### config.mk
export PLATFORM = sky130hd
export DESIGN_NAME = sb_disjoint_reg
export DESIGN_NICKNAME = d
export VERILOG_FILES = /design/src/rtl/sb_disjoint_reg.sv
export SDC_FILE = /design/constraint.sdc
export NUM_CORES = 1
export LEC_CHECK = 0
export CAP_MARGIN = 20
export CORE_AREA = 2 2 212 214
export CTS_BUF_LIST = sky130_fd_sc_hd__clkbuf_16
export DETAILED_ROUTE_END_ITERATION = 6
export DIE_AREA = 0 0 214 216
export PLACE_DENSITY = 0.78
export SYNTH_ARGS = -nofsm -noshare
export SYNTH_HDL_FRONTEND = slang
export SYNTH_SLANG_ARGS = --single-unit
### constraint.sdc
create_clock -name clk -period 3.8 [get_ports clk]
set_clock_uncertainty 0.05 [all_clocks]
set_input_delay 0.95 -clock clk [delete_from_list [all_inputs] [get_ports clk]]
set_output_delay 0.95 -clock clk [all_outputs]
set_load 0.03 [all_outputs]
### src/rtl/sb_disjoint_reg.sv
// Disjoint switch box: every output track picks the same-numbered track from one of
// the other three sides, either combinationally or through a per-track register.
module sb_disjoint_reg #(
  parameter int WIDTH      = 7,
  parameter int NUM_TRACKS = 8
) (
  input  logic                          clk,
  input  logic                          reset,
  input  logic [31:0]                   config_addr,
  input  logic [31:0]                   config_data,
  input  logic                          config_en,
  output logic [31:0]                   read_data,
  input  logic [NUM_TRACKS*WIDTH-1:0]   in_north,
  input  logic [NUM_TRACKS*WIDTH-1:0]   in_south,
  input  logic [NUM_TRACKS*WIDTH-1:0]   in_east,
  input  logic [NUM_TRACKS*WIDTH-1:0]   in_west,
  output logic [NUM_TRACKS*WIDTH-1:0]   out_north,
  output logic [NUM_TRACKS*WIDTH-1:0]   out_south,
  output logic [NUM_TRACKS*WIDTH-1:0]   out_east,
  output logic [NUM_TRACKS*WIDTH-1:0]   out_west
);

  localparam int NUM_WORDS = (4 * NUM_TRACKS * 3 + 31) / 32;
  localparam int CFG_BITS  = 32 * NUM_WORDS;

  logic [31:0]          cfg_r [NUM_WORDS];
  logic [CFG_BITS-1:0]  cfg_s;
  logic [7:0]           word_idx_s;
  logic                 unused_addr_s;
  logic [31:0]          read_data_s;
  logic [WIDTH-1:0]     track_in_s  [4][NUM_TRACKS];
  logic [WIDTH-1:0]     track_out_s [4][NUM_TRACKS];

  assign word_idx_s    = config_addr[7:0];
  assign unused_addr_s = ^config_addr[31:8];

  for (genvar k = 0; k < NUM_WORDS; k++) begin : g_cfg_flat
    assign cfg_s[32*k +: 32] = cfg_r[k];
  end

  for (genvar t = 0; t < NUM_TRACKS; t++) begin : g_pack
    assign track_in_s[0][t] = in_north[t*WIDTH +: WIDTH];
    assign track_in_s[1][t] = in_south[t*WIDTH +: WIDTH];
    assign track_in_s[2][t] = in_east[t*WIDTH +: WIDTH];
    assign track_in_s[3][t] = in_west[t*WIDTH +: WIDTH];
    assign out_north[t*WIDTH +: WIDTH] = track_out_s[0][t];
    assign out_south[t*WIDTH +: WIDTH] = track_out_s[1][t];
    assign out_east[t*WIDTH +: WIDTH]  = track_out_s[2][t];
    assign out_west[t*WIDTH +: WIDTH]  = track_out_s[3][t];
  end

  // Config word storage; out-of-range indices are silently dropped.
  always_ff @(posedge clk or negedge reset) begin
    if (!reset) begin
      for (int k = 0; k < NUM_WORDS; k++) begin
        cfg_r[k] <= 32'd0;
      end
    end else begin
      for (int k = 0; k < NUM_WORDS; k++) begin
        if (config_en && (word_idx_s == 8'(k))) begin
          cfg_r[k] <= config_data;
        end
      end
    end
  end

  // Readback mux: an OR of one-hot terms, so unmatched indices read 0.
  always_comb begin
    read_data_s = 32'd0;
    for (int k = 0; k < NUM_WORDS; k++) begin
      read_data_s = read_data_s | ((word_idx_s == 8'(k)) ? cfg_r[k] : 32'd0);
    end
  end

  assign read_data = read_data_s;

  for (genvar s = 0; s < 4; s++) begin : g_side
    // Candidate sides are the other three, in ascending side code.
    localparam logic [1:0] C0 = (s == 0) ? 2'd1 : 2'd0;
    localparam logic [1:0] C1 = (s <= 1) ? 2'd2 : 2'd1;
    localparam logic [1:0] C2 = (s <= 2) ? 2'd3 : 2'd2;

    for (genvar t = 0; t < NUM_TRACKS; t++) begin : g_track
      localparam int O = s * NUM_TRACKS + t;

      logic [1:0]       sel_s;
      logic             reg_en_s;
      logic [WIDTH-1:0] pick_s;
      logic [WIDTH-1:0] pipe_r;

      assign sel_s    = cfg_s[3*O +: 2];
      assign reg_en_s = cfg_s[3*O + 2];

      // Source selection for this output track; sel 3 forces zero.
      always_comb begin
        pick_s = {WIDTH{1'b0}};
        case (sel_s)
          2'd0:    pick_s = track_in_s[C0][t];
          2'd1:    pick_s = track_in_s[C1][t];
          2'd2:    pick_s = track_in_s[C2][t];
          default: pick_s = {WIDTH{1'b0}};
        endcase
      end

      // Pipeline stage captures every cycle, so enabling it shows a fresh value.
      always_ff @(posedge clk or negedge reset) begin
        if (!reset) begin
          pipe_r <= {WIDTH{1'b0}};
        end else begin
          pipe_r <= pick_s;
        end
      end

      assign track_out_s[s][t] = reg_en_s ? pipe_r : pick_s;
    end
  end

endmodule

== After elaboration in Yosys (flattened, before gate mapping) ==
Index checks and enable logic that the tools add are counted.
Storage, ports and cells
  output and inout port bits: 256
  memory bits (read-only): 0
  memories: 0
  register bits: 320
  word-level logic and storage cells: 206
  bits in latches: 0
  RAM bits: 0
  input bits: 291
Cells by class
  add/sub/neg operators: 0
  divide/modulo/power cells: 0
  $lt $le $gt $ge: 0
  multiplexer cells: 67
  shift operators: 0
  multiply operators: 0
  reductions and logical operators: 36
  equality and inequality tests: 66
  bitwise operators: 2
Operator list (count)
  case mux 7 bit (3 select lines): 32
  2-to-1 mux 7 bit: 32
  2-to-1 mux 32 bit: 3
  equality test 2 x 1 -> 1 bit (second input constant): 32
  equality test 2 bit (second input constant): 32
  zero test 2 bit: 32
  OR 32 bit: 2
  equality test 8 x 1 -> 1 bit (second input constant): 1
  equality test 8 x 2 -> 1 bit (second input constant): 1
  zero test 8 bit: 1
  logical AND 1 bit: 3

== Depth between registers and ports, before layout ==
  word-level depth: 4
  mapped depth: 6
  depth with buffers taken out: 3

== Worst setup path before layout ==
No wires, ideal clock.
  kind: in2out
  from: input config_addr[5]
  to: output read_data[10]
  stages: 4
  path buffers: 1
  path slack: 0.516 ns
  arrival: 2.284 ns
  path through: nor4_4 -> nand2_1 -> clkbuf_1 -> nor2_1
On the way
  word-level cells in the longest chain between the ends: 4
  elaborated cells on any way between the ends: 8
Ends and longest elaborated chain
  from (decl): RTL line 9  | input logic [31:0] config_addr,
  equality test 8 x 1 -> 1 bit / zero test 8 bit (equally long branches): RTL line 71  | read_data_s = read_data_s | ((word_idx_s == 8'(k)) ? cfg_r[k] : 32'd0);
  2-to-1 mux 32 bit: RTL line 71
  OR 32 bit: RTL line 71
  OR 32 bit (*): RTL line 71
  to (decl): RTL line 12  | output logic [31:0] read_data,
Every way passes the cells marked *; elsewhere a longest branch is shown, timed or not.

== Final worst setup path ==
  from: input in_east[21]
  to: output out_west[21]
On the way
  word-level cells in the longest chain between the ends: 2
Ends and longest elaborated chain
  from (decl): RTL line 15  | input logic [NUM_TRACKS*WIDTH-1:0] in_east,
  case mux 7 bit (3 select lines): RTL line 97  | case (sel_s)
  net g_side[3].g_track[3].pick_s[0]: RTL line 88  | logic [WIDTH-1:0] pick_s;
  2-to-1 mux 7 bit: RTL line 114  | assign track_out_s[s][t] = reg_en_s ? pipe_r : pick_s;
  to (decl): RTL line 20  | output logic [NUM_TRACKS*WIDTH-1:0] out_west
The timed path passes the listed nets, and every way through them passes these cells.

==> out/metrics.cfg <==
[run_status]
status = finished clean

[drt]
firstDrtPassIters = 5
viasPerCell = 5.644
met3_length_um = 3963
drtIter0Drc = 957
drc_errors = 0
wl_met1_um = 25820
post_drt_wl_per_cell_um = 25.24
topRoutingLayerUsed = met4
via_count = 13970
wl_um = 62480
dr_wl_met2_um = 30090
drtAntennaViolNets = 0

[power]
p_leak_nw = 9.826
p_sw_mw = 2.825
peakVddDrop_mv = 0.3540
p_per_area_nw_per_um2 = 393.4
combPwrFrac = 0.225
clock_power_share = 0.386
p_total_mw = 9.791
power_frac_seq = 0.389
power.internal_mw = 6.966
switching_share = 0.2885

[yosys]
yosys.area_share.simple = 0.02447
synth-adder-area-share = 0
synth-xor-area-share = 0
yosys.area.top_type = dfrtp_1
ys_seq_area_frac = 0.4566
synthTopCellsByArea = dfrtp_1, mux2_2, mux2i_1, o2bb2ai_1, clkbuf_1
yosysUniqueCellTypes = 15
syn_inst = 1377
yosys_most_used_dff = dfrtp_1
yosysWarnings = 0
synth_edf_count = 0
mappedNetlistArea_sq_um = 17540
synth_commonest_cells = dfrtp_1, mux2_2, mux2i_1
synth-seq-cells = 320
synth_fp_nets = 1668
syn_area_per_cell_sq_um = 12.74
synth-async-reset-ratio = 1.000
synth_most_common_cell = dfrtp_1
yosysTopAreaCellShare = 0.4566
synth_top_family_by_area = multiplexers
synth_compound_area_frac = 0.1278
synthMuxAreaShare = 0.3522

[setup_path]
cp_max_fo = 3
start_kind = input pin
cp.required_ps = 2800
crit_arrival_ps = 2770
r2r-end = g_side[0].g_track[5].pipe_r[2]
critPathCaptureType = output port
crit_type = in2out
r2r_cells = 2
r2r_start = cfg_r[80]
r2r_slack_ps = 2350

[place]
dpl.hpwl_um = 47280
place_congestion = 0.9239
dp.cells = 2401
numPortBuffers = 522
place_area_sq_um = 23500

[clocking]
cts_buffers = 38
cts.sinks = 320
clock_path_buffers = 3
post_cts_buffers = 0
postCtsResizedCells = 9
clk_pin_slew_ps = 60
cts-htree-levels = 2
clockRootBuffer = clkbuf_16
insertion_delay_ps = 540
hold_buffers = 0
cts_tree = yes

[floorplanning]
start_util = 0.4001
rows = 77
die_x_um = 214
coreArea_sq_um = 43840
io_pins = 547
die_area_sq_um = 46220
die_h_um = 216

[job]
max_cap_violations = 0

[sta]
min_period_over_period = 0.9927
grt_setup_unrepaired = no
setup_viol = 0
tns_ps = 0
final_hold_viol_count = 0
slew_headroom = 0.5380
fin_crit_ps = 3772
slew_violations = 0
worstMarginPinSlew_ps = 691.6
fmax_ghz = 0.2651

[worst_hold_path]
min-delay-path-class = in2async

[final_layout]
stdcell_count = 2475
nNetsFinal = 2140
n_fill_cell = 3610
drive_gt1_frac = 0.2735
final_cell_area_sq_um = 24890
area_growth_pct = 41.91

[global_routing]
grt_pass1_vias = 15090
grt_pass1_wl_um = 94300
grt_usage = 0.2657
grt_max_degree = 81
overflow = 0
antenna_found_initial = 4

-- flip-flops by register name, summed over array words and instances, names as in the netlist --
register               flops
cfg_r                     96
g_side.g_track.pipe_r    224
-- worst max path at each step --
stage | from | endpoint | slack [ps] | cells after the start
CTS | in_west[17] | out_north[17] | 0.4 | 5
global route | in_west[18] | out_south[18] | 1 | 5
detailed placement | in_west[17] | out_north[17] | 8 | 5
finish | in_east[21] | out_west[21] | 30 | 5
global placement | in_west[15] | out_south[15] | 30 | 5
floorplan | config_addr[5] | read_data[10] | 520 | 4
-- worst max-delay path, cell delays in order --
cell and delay [ps]:
clkdlybuf4s50_1 520, mux2i_1 90, o2bb2ai_1 310, mux2_2 230, clkdlybuf4s50_1 670
-- routing by layer --
metal  global-route usage  vias to the layer above
met5                    0                        -
met4               0.1277                        0
met3              0.05398                      158
met2               0.4356                      620
met1               0.3363                     7035
li1                     -                     6157
-- power groups by stage --
stage | logic [mW] | registers, mW | clock network [mW]
after global placement | 2.17 | 3.85 | 0
final | 2.20 | 3.81 | 3.78
after floorplan | 1.28 | 3.70 | 0
after global routing | 2.31 | 3.83 | 3.99
after CTS | 2.20 | 3.81 | 3.86
after detailed placement | 2.18 | 3.87 | 0
-- cell type report --
class	instances	area [sq um]	share of cell area
well taps	592	740.7	0.02976
clock buffers	41	1026	0.04122
flip-flops and latches	320	8008	0.3217
clock inverters	29	264.0	0.01061
repair buffers	584	5918	0.2378
diodes	4	10.01	0.0004022
multi-input cells	905	8924	0.3585
-- cell usage in the layout (no fill, tap or decap), drive strengths merged --
master and instances:
inv 5, clkinvlp 1, nor2b 34, clkinv 18
a2bb2oi 32, diode 4, buf 108, clkdlybuf4s50 465
o2bb2ai 224, bufinv 5, dlymetal6s2s 11, nor4 1
mux2 320, mux2i 256, nand4 3, clkbuf 41
dfrtp 320, nor2 34, nand2 1
-- cell families after synthesis --
| logic type | Yosys count |
|---|---|
| muxes | 576 |
| DFF | 320 |
| AOI/OAI and AO/OA | 256 |
| buffers and inverters | 152 |
| and+or+nand+nor | 73 |
-- metrics by stage --
step,setup WS [ps],hold WS [ps],utilization
final,27.87,343.1,0.5678
after global routing,1.077,379.4,0.5678
after CTS,0.3895,353.7,0.5660
after detailed placement,8.091,514.1,0.5360
after global placement,29.46,502.6,0.5360
after floorplan,516.0,604.4,-
No activity file was read; power rests on OpenSTA's default activity.
